<file path="config.mk">
export PLATFORM = sky130hd
export DESIGN_NAME = scan_decoder
export DESIGN_NICKNAME = d
export VERILOG_FILES = /design/src/rtl/scan_decoder.sv
export SDC_FILE = /design/constraint.sdc
export NUM_CORES = 1
export LEC_CHECK = 0
export ABC_AREA = 0
export CAP_MARGIN = 30
export CORE_ASPECT_RATIO = 1.2
export CORE_MARGIN = 4
export CORE_UTILIZATION = 45
export DETAILED_ROUTE_END_ITERATION = 10
export PLACE_DENSITY = 0.83
export SYNTH_ARGS = -nofsm -noshare
export SYNTH_HDL_FRONTEND = slang
export SYNTH_SLANG_ARGS = --single-unit
</file>
<file path="constraint.sdc">
create_clock -name clk -period 2.6 [get_ports clk]
set_clock_uncertainty 0.05 [all_clocks]
set_input_delay 0.39 -clock clk [delete_from_list [all_inputs] [get_ports clk]]
set_output_delay 0.39 -clock clk [all_outputs]
set_load 0.005 [all_outputs]
</file>
<file path="src/rtl/scan_decoder.sv">
// Registered SEL_W-to-2^SEL_W one-hot decoder with valid/ready handshake.
// DIRECT decodes accepted sel codes; SCAN walks every line with a programmable dwell.
module scan_decoder #(
    parameter int unsigned SEL_W      = 3,
    parameter bit          ACTIVE_LOW = 1'b0,
    parameter int unsigned DWELL      = 4
) (
    input  logic                      clk,
    input  logic                      rst_n,
    input  logic                      en,
    input  logic                      mode,
    input  logic                      in_valid,
    output logic                      in_ready,
    input  logic [SEL_W-1:0]          sel,
    output logic                      out_valid,
    input  logic                      out_ready,
    output logic [(1 << SEL_W)-1:0]   y,
    output logic [SEL_W-1:0]          scan_idx,
    output logic                      wrap
);

    localparam int unsigned OUT_W = 1 << SEL_W;
    localparam int unsigned CNT_W = $clog2(DWELL + 1);
    localparam logic [OUT_W-1:0] INACT    = {OUT_W{ACTIVE_LOW}};
    localparam logic [CNT_W-1:0] CNT_LAST = CNT_W'(DWELL - 1);
    localparam logic [SEL_W-1:0] IDX_LAST = SEL_W'(OUT_W - 1);

    typedef enum logic [1:0] {
        IDLE   = 2'd0,
        DIRECT = 2'd1,
        SCAN   = 2'd2
    } state_t;

    state_t           state;
    logic [CNT_W-1:0] cnt;
    logic             accept;

    // Active word for line k; XOR with INACT applies the polarity.
    function automatic logic [OUT_W-1:0] act(input logic [SEL_W-1:0] k);
        return (OUT_W'(1) << k) ^ INACT;
    endfunction

    // Reset-safe: state is IDLE under reset, so in_ready is 0.
    assign in_ready = (state == DIRECT) && en && !mode && (!out_valid || out_ready);
    assign accept   = in_valid && in_ready;

    always_ff @(posedge clk or negedge rst_n) begin
        if (!rst_n) begin
            state     <= IDLE;
            y         <= INACT;
            out_valid <= 1'b0;
            scan_idx  <= '0;
            wrap      <= 1'b0;
            cnt       <= '0;
        end else begin
            wrap <= 1'b0;
            case (state)
                IDLE: begin
                    if (en) begin
                        if (mode) begin
                            state     <= SCAN;
                            out_valid <= 1'b1;
                            y         <= act(SEL_W'(0));
                            scan_idx  <= '0;
                            cnt       <= '0;
                        end else begin
                            state <= DIRECT;
                        end
                    end
                end

                DIRECT: begin
                    if (accept) begin
                        y         <= act(sel);
                        out_valid <= 1'b1;
                    end else if (!out_valid || out_ready) begin
                        // Nothing pending after this edge; leave only once the word is gone.
                        out_valid <= 1'b0;
                        y         <= INACT;
                        if (!en || mode) begin
                            state <= IDLE;
                        end
                    end
                end

                SCAN: begin
                    if (!en || !mode) begin
                        state     <= IDLE;
                        out_valid <= 1'b0;
                        y         <= INACT;
                        scan_idx  <= '0;
                        cnt       <= '0;
                    end else if (out_ready) begin
                        if (cnt == CNT_LAST) begin
                            cnt      <= '0;
                            scan_idx <= scan_idx + SEL_W'(1);
                            y        <= act(scan_idx + SEL_W'(1));
                            wrap     <= (scan_idx == IDX_LAST);
                        end else begin
                            cnt <= cnt + CNT_W'(1);
                        end
                    end
                end

                default: begin
                    state     <= IDLE;
                    out_valid <= 1'b0;
                    y         <= INACT;
                    scan_idx  <= '0;
                    cnt       <= '0;
                end
            endcase
        end
    end

endmodule
</file>
## Word level (Yosys, flattened, before mapping)

Cells that the tools add are included.

| storage, ports and cells | value |
|---|---|
| word-level logic and storage cells | 75 |
| output and inout bits | 14 |
| register bits | 18 |
| input port bits | 9 |

| cells by class | value |
|---|---|
| shift-type cells | 2 |
| $add $sub $neg | 2 |
| reductions and logical operators | 16 |
| multiplexer cells | 35 |
| bitwise operators | 1 |
| equal/unequal tests | 13 |

Operator list:

| cell | count |
|---|---|
| 2-to-1 mux 8 bit | 7 |
| 2-to-1 mux 3 bit | 8 |
| case mux 8 bit (3 select lines) | 1 |
| case mux 3 bit (3 select lines) | 2 |
| left shift 1 x 3 -> 8 bit, first input constant | 2 |
| AND reduction 5 bit | 3 |
| 2-to-1 mux 2 bit | 6 |
| 2-to-1 mux 1 bit | 9 |
| != test 2 bit, second input constant | 4 |
| AND reduction 4 bit | 2 |
| adder 3 x 1 -> 3 bit, second input constant | 2 |
| != test 3 bit, second input constant | 2 |
| case mux 2 bit (3 select lines) | 1 |
| logical AND 1 bit | 4 |
| != test 2 x 1 -> 1 bit, second input constant | 2 |
| equality test 3 x 2 -> 1 bit, second input constant | 1 |
| equality test 3 bit, second input constant | 1 |
| zero test 1 bit | 3 |
| logical OR 1 bit | 3 |
| != test 3 x 2 -> 1 bit, second input constant | 1 |
| case mux 1 bit (3 select lines) | 1 |
| equality test 2 x 1 -> 1 bit, second input constant | 1 |
| equality test 2 bit, second input constant | 1 |
| zero test 2 bit | 1 |
| NOT 1 bit | 1 |

## Logic depth before layout (Yosys ltp)

| depth | value |
|---|---|
| depth in word-level cells | 7 |
| gate-level depth with buffers | 6 |
| mapped depth without buffers | 6 |

## Worst setup path before layout

OpenSTA, ideal clock, no wires.

| timing path | value |
|---|---|
| path kind | input-to-reg |
| from | in en |
| to | reg scan_idx[0] |
| stages | 6 |
| buffers on the path | 2 |
| slack | 0.990 ns |
| data arrival time | 1.435 ns |
| cell sequence | buf_2 -> and3b_1 -> buf_6 -> nor2_2 -> or3_4 -> mux2_4 |

| between the ends | value |
|---|---|
| longest elaborated chain between the ends | 4 |
| elaborated cells between the ends (all ways) | 8 |
| classes of those cells | eq/ne (3); mux (2); reduce/logical (3) |

RTL lines:

| item | RTL line | text |
|---|---|---|
| start: declaration | 10 | `input logic en,` |
| zero test 1 bit | 87 | `if (!en \|\| !mode) begin` |
| logical OR 1 bit | 87 |  |
| != test 3 bit (no line) / 2-to-1 mux 3 bit (equally long branches) | -- |  |
| AND reduction 5 bit (no line) / case mux 3 bit (3 select lines) (equally long branches) | -- |  |
| end signal: assignment | 96 | `scan_idx <= scan_idx + SEL_W'(1);` |
| end: declaration | 18 | `output logic [SEL_W-1:0] scan_idx,` |

Several ways; a longest one is shown, not always the timed one.
A chain may end at the register's enable or synchronous reset.

## Worst setup path in the final report

| timing path | value |
|---|---|
| from | in mode |
| to | out in_ready |

| between the ends | value |
|---|---|
| longest elaborated chain between the ends | 3 |

RTL lines:

| item | RTL line | text |
|---|---|---|
| start: declaration | 11 | `input logic mode,` |
| zero test 1 bit | 44 | `assign in_ready = (state == DIRECT) && en && !mode && (!out_valid \|\| out_ready);` |
| logical AND 1 bit (2 in a row) | 44 |  |
| end: declaration | 13 | `output logic in_ready,` |

No other way between the ends.

==> impl_metrics.json <==
{
  "rsz0062_at_grt": "false",
  "setup.worst_path.start_class": "primary input",
  "clkTransAtPathRegs_ns": 0.10,
  "dp_hpwl_um": 1720,
  "n_fill_cell": 187,
  "multi_input_area_um2": 553,
  "drv_slew": 0,
  "nNetsFinal": 140,
  "setup-tns-final_ns": 0,
  "die_w_um": 52.2,
  "ctsHoldBuffers": 0,
  "initial_core_util_pct": 49.4,
  "worstPathMaxFanout": 9,
  "arrival_ns": 1.86,
  "grt_remaining_overflow": 0,
  "clock.fmax_ghz": 0.434,
  "vdd_drop_max_v": 0.000275,
  "grt_first_pass_wirelength_um": 3970,
  "crit_required_ns": 2.16,
  "cp_slowest_stage_delay_ns": 0.54,
  "antenna_cells": 0,
  "grt_max_degree": 19,
  "dieHeight_um": 61.1,
  "synthAdderAreaFrac_pct": 8.29,
  "post-route-period-util_pct": 88.6,
  "numCtsBuffers": 3,
  "gp_congestion": 0.840,
  "worst-path-buf-inv": 2,
  "clock_latency_ns": 0.29,
  "vias": 900,
  "grtUsageTotal_pct": 16.7,
  "drive_gt1_share_pct": 6.50,
  "synth_compound_area_share_pct": 22.3,
  "cts_root_buf": "clkbuf_4",
  "wl_um": 2300,
  "synth_simple_gate_area_share_pct": 19.4,
  "num_rows": 18,
  "ios": 23,
  "ys_ff_latch": 18,
  "ys.warnings.count": 0,
  "io_buffers": 22,
  "netlist_instances": 103,
  "die-area_mm2": 0.00319,
  "seq_area_um2": 450,
  "post_drt_wl_per_cell_um": 15.1,
  "antenna_left": 0,
  "crit_top_cell": "clkdlybuf4s50_1",
  "p_per_area_mw_per_mm2": 448,
  "postCtsSetupRepairBufs": 0,
  "grt_pass1_vias": 900,
  "crit_chain": "clkdlybuf4s50_1 > nand4bb_1 > nor2_1 > clkdlybuf4s50_1",
  "syn_area_mm2": 0.00106,
  "cts_resized": 0,
  "synth-xor-area-share_pct": 0,
  "muxShareOfSynthArea_pct": 2.37,
  "critPathCaptureType": "primary output",
  "relSlewSlack_pct": 47.7,
  "min_path_type": "reg2reg",
  "worst_slew_pin_slew_ns": 0.782,
  "viasPerCell": 5.88,
  "ys_seq_area_share_pct": 42.7,
  "antenna_found_initial": 0,
  "setup_viol": 0,
  "syn_nets": 119,
  "drtIter0Drc": 41,
  "status": "complete, no violations",
  "dr.pass1.iters": 4,
  "clockBufferDepth": 2,
  "synth_top_family_by_area": "compound AO/OA/AOI/OAI gates",
  "post-place-ws_ns": 0.304,
  "crit_family": "buffers and inverters",
  "timing_hold_violations_final": 0,
  "synth.avg_cell_area_um2": 10.3,
  "htree_levels": 1,
  "cts_tree": "built",
  "area_growth_pct": 23.9,
  "worst-setup-path-type": "in2out",
  "fin_ws_ns": 0.296,
  "core_mm2": 0.00214,
  "finalCriticalPeriod_ns": 2.30,
  "cts.sinks": 18,
  "drc": 0,
  "p_leak_uw": 0.000560,
  "crit_path_top_delay_cell": "clkdlybuf4s50_1",
  "drv_cap": 0,
  "yosysUniqueCellTypes": 36
}
-- cells in the mapped netlist --
library cell	instances	area (um2)
nand4_1	2	12.5
inv_1	3	11.3
nand2b_1	1	6.26
nor2_1	12	45.0
nor2b_1	3	18.8
nand4bb_1	1	11.3
nor3b_1	2	15.0
a22oi_1	6	45.0
buf_6	2	22.5
o21ai_0	1	5.00
nand3b_1	1	7.51
mux2i_1	1	10.0
nor2_2	1	6.26
a32oi_1	1	8.76
a21oi_1	6	30.0
o22ai_1	2	12.5
o22ai_2	1	12.5
clkbuf_1	1	3.75
and2_1	1	6.26
o21ai_1	1	5.00
a22o_1	1	8.76
o21bai_1	1	7.51
mux2_4	1	15.0
or3_4	1	11.3
nand4b_1	2	17.5
nand2_1	2	7.51
dfrtp_1	18	450
and3_1	2	12.5
ha_1	7	87.6
a32o_1	1	10.0
and3b_1	2	17.5
o2bb2ai_1	8	70.1
o21a_1	1	7.51
buf_2	3	15.0
a31oi_1	2	12.5
nor3_1	2	10.0
-- through the flow --
| step | cell area, um2 | util, % | hold slack (ns) | total power, uW | cells |
|---|---|---|---|---|---|
| 4_1_cts | 1310 | 61.2 | 0.450 | 590 | 153 |
| 2_1_floorplan | 1060 | - | 0.0444 | 377 | 103 |
| 3_3_place_gp | 1270 | 59.5 | 0.425 | 419 | 149 |
| 6_report | 1310 | 61.2 | 0.449 | 586 | 153 |
| 3_5_place_dp | 1270 | 59.5 | 0.423 | 421 | 149 |
| 5_1_grt | 1310 | 61.2 | 0.468 | 619 | 153 |
-- layout by cell type (no fill, tap or decap), drive strengths merged, types with 2 or more instances in the layout --
| cell type | instances |
|---|---|
| a21oi | 6 |
| a22oi | 6 |
| a31oi | 2 |
| and3 | 2 |
| and3b | 2 |
| clkbuf | 4 |
| clkdlybuf4s50 | 22 |
| dfrtp | 18 |
| ha | 7 |
| inv | 3 |
| nand2 | 2 |
| nand4 | 2 |
| nand4b | 2 |
| nor2 | 13 |
| nor2b | 3 |
| nor3 | 2 |
| nor3b | 2 |
| o21ai | 2 |
| o22ai | 3 |
| o2bb2ai | 8 |
-- sequential cells by signal (all words and copies together), names as in the netlist --
name / count
state: 2
out_valid: 1
scan_idx: 3
wrap: 1
cnt: 3
y: 8
-- path summary, 6_finish.rpt --
check	slack (ns)	to	cells after the start	startpoint
max	0.30	in_ready	4	mode
min	0.45	y[0]	1	y[0]
max reg2reg	0.72	y[3]	4	state[1]
min reg2reg	0.45	y[0]	1	y[0]
max in group asynchronous	1.52	out_valid	1	rst_n
min in group asynchronous	0.49	y[2]	1	rst_n
-- cells by family (layout without fill, tap and decap cells) --
family                   after synthesis  count (layout)
flip-flops                            18              18
adder cells (fa/ha/maj)                7               7
AO/OA/AOI/OAI                         32              32
buffers and inverters                  9              29
multiplexers                           2               2
AND/OR/NAND/NOR                       35              35
-- metal layers --
metal  part of all wire, %  vias to the layer above  track usage [%]
li1                      -                      424                -
met1                    45                      439             22.0
met2                    47                       30             26.9
met3                   6.5                        7             4.60
met4                   1.5                        0             5.47
met5                     0                        -                0
-- report_power, final --
part	switching, uW	internal, uW	leakage (uW)	total [uW]
registers	15.6	292	0.000244	308
clock network	85.0	85.4	0.0000210	170
logic	54.9	53.5	0.000294	108
-- final cells by class --
cell class / instances / area share, %
Multi-Input combinational cell: 76 / 42.3
Clock buffer: 4 / 2.77
Timing Repair Buffer: 22 / 16.8
Tap cell: 30 / 2.87
Inverter: 3 / 0.860
Sequential cell: 18 / 34.4
(Power assumes the default switching activity.)
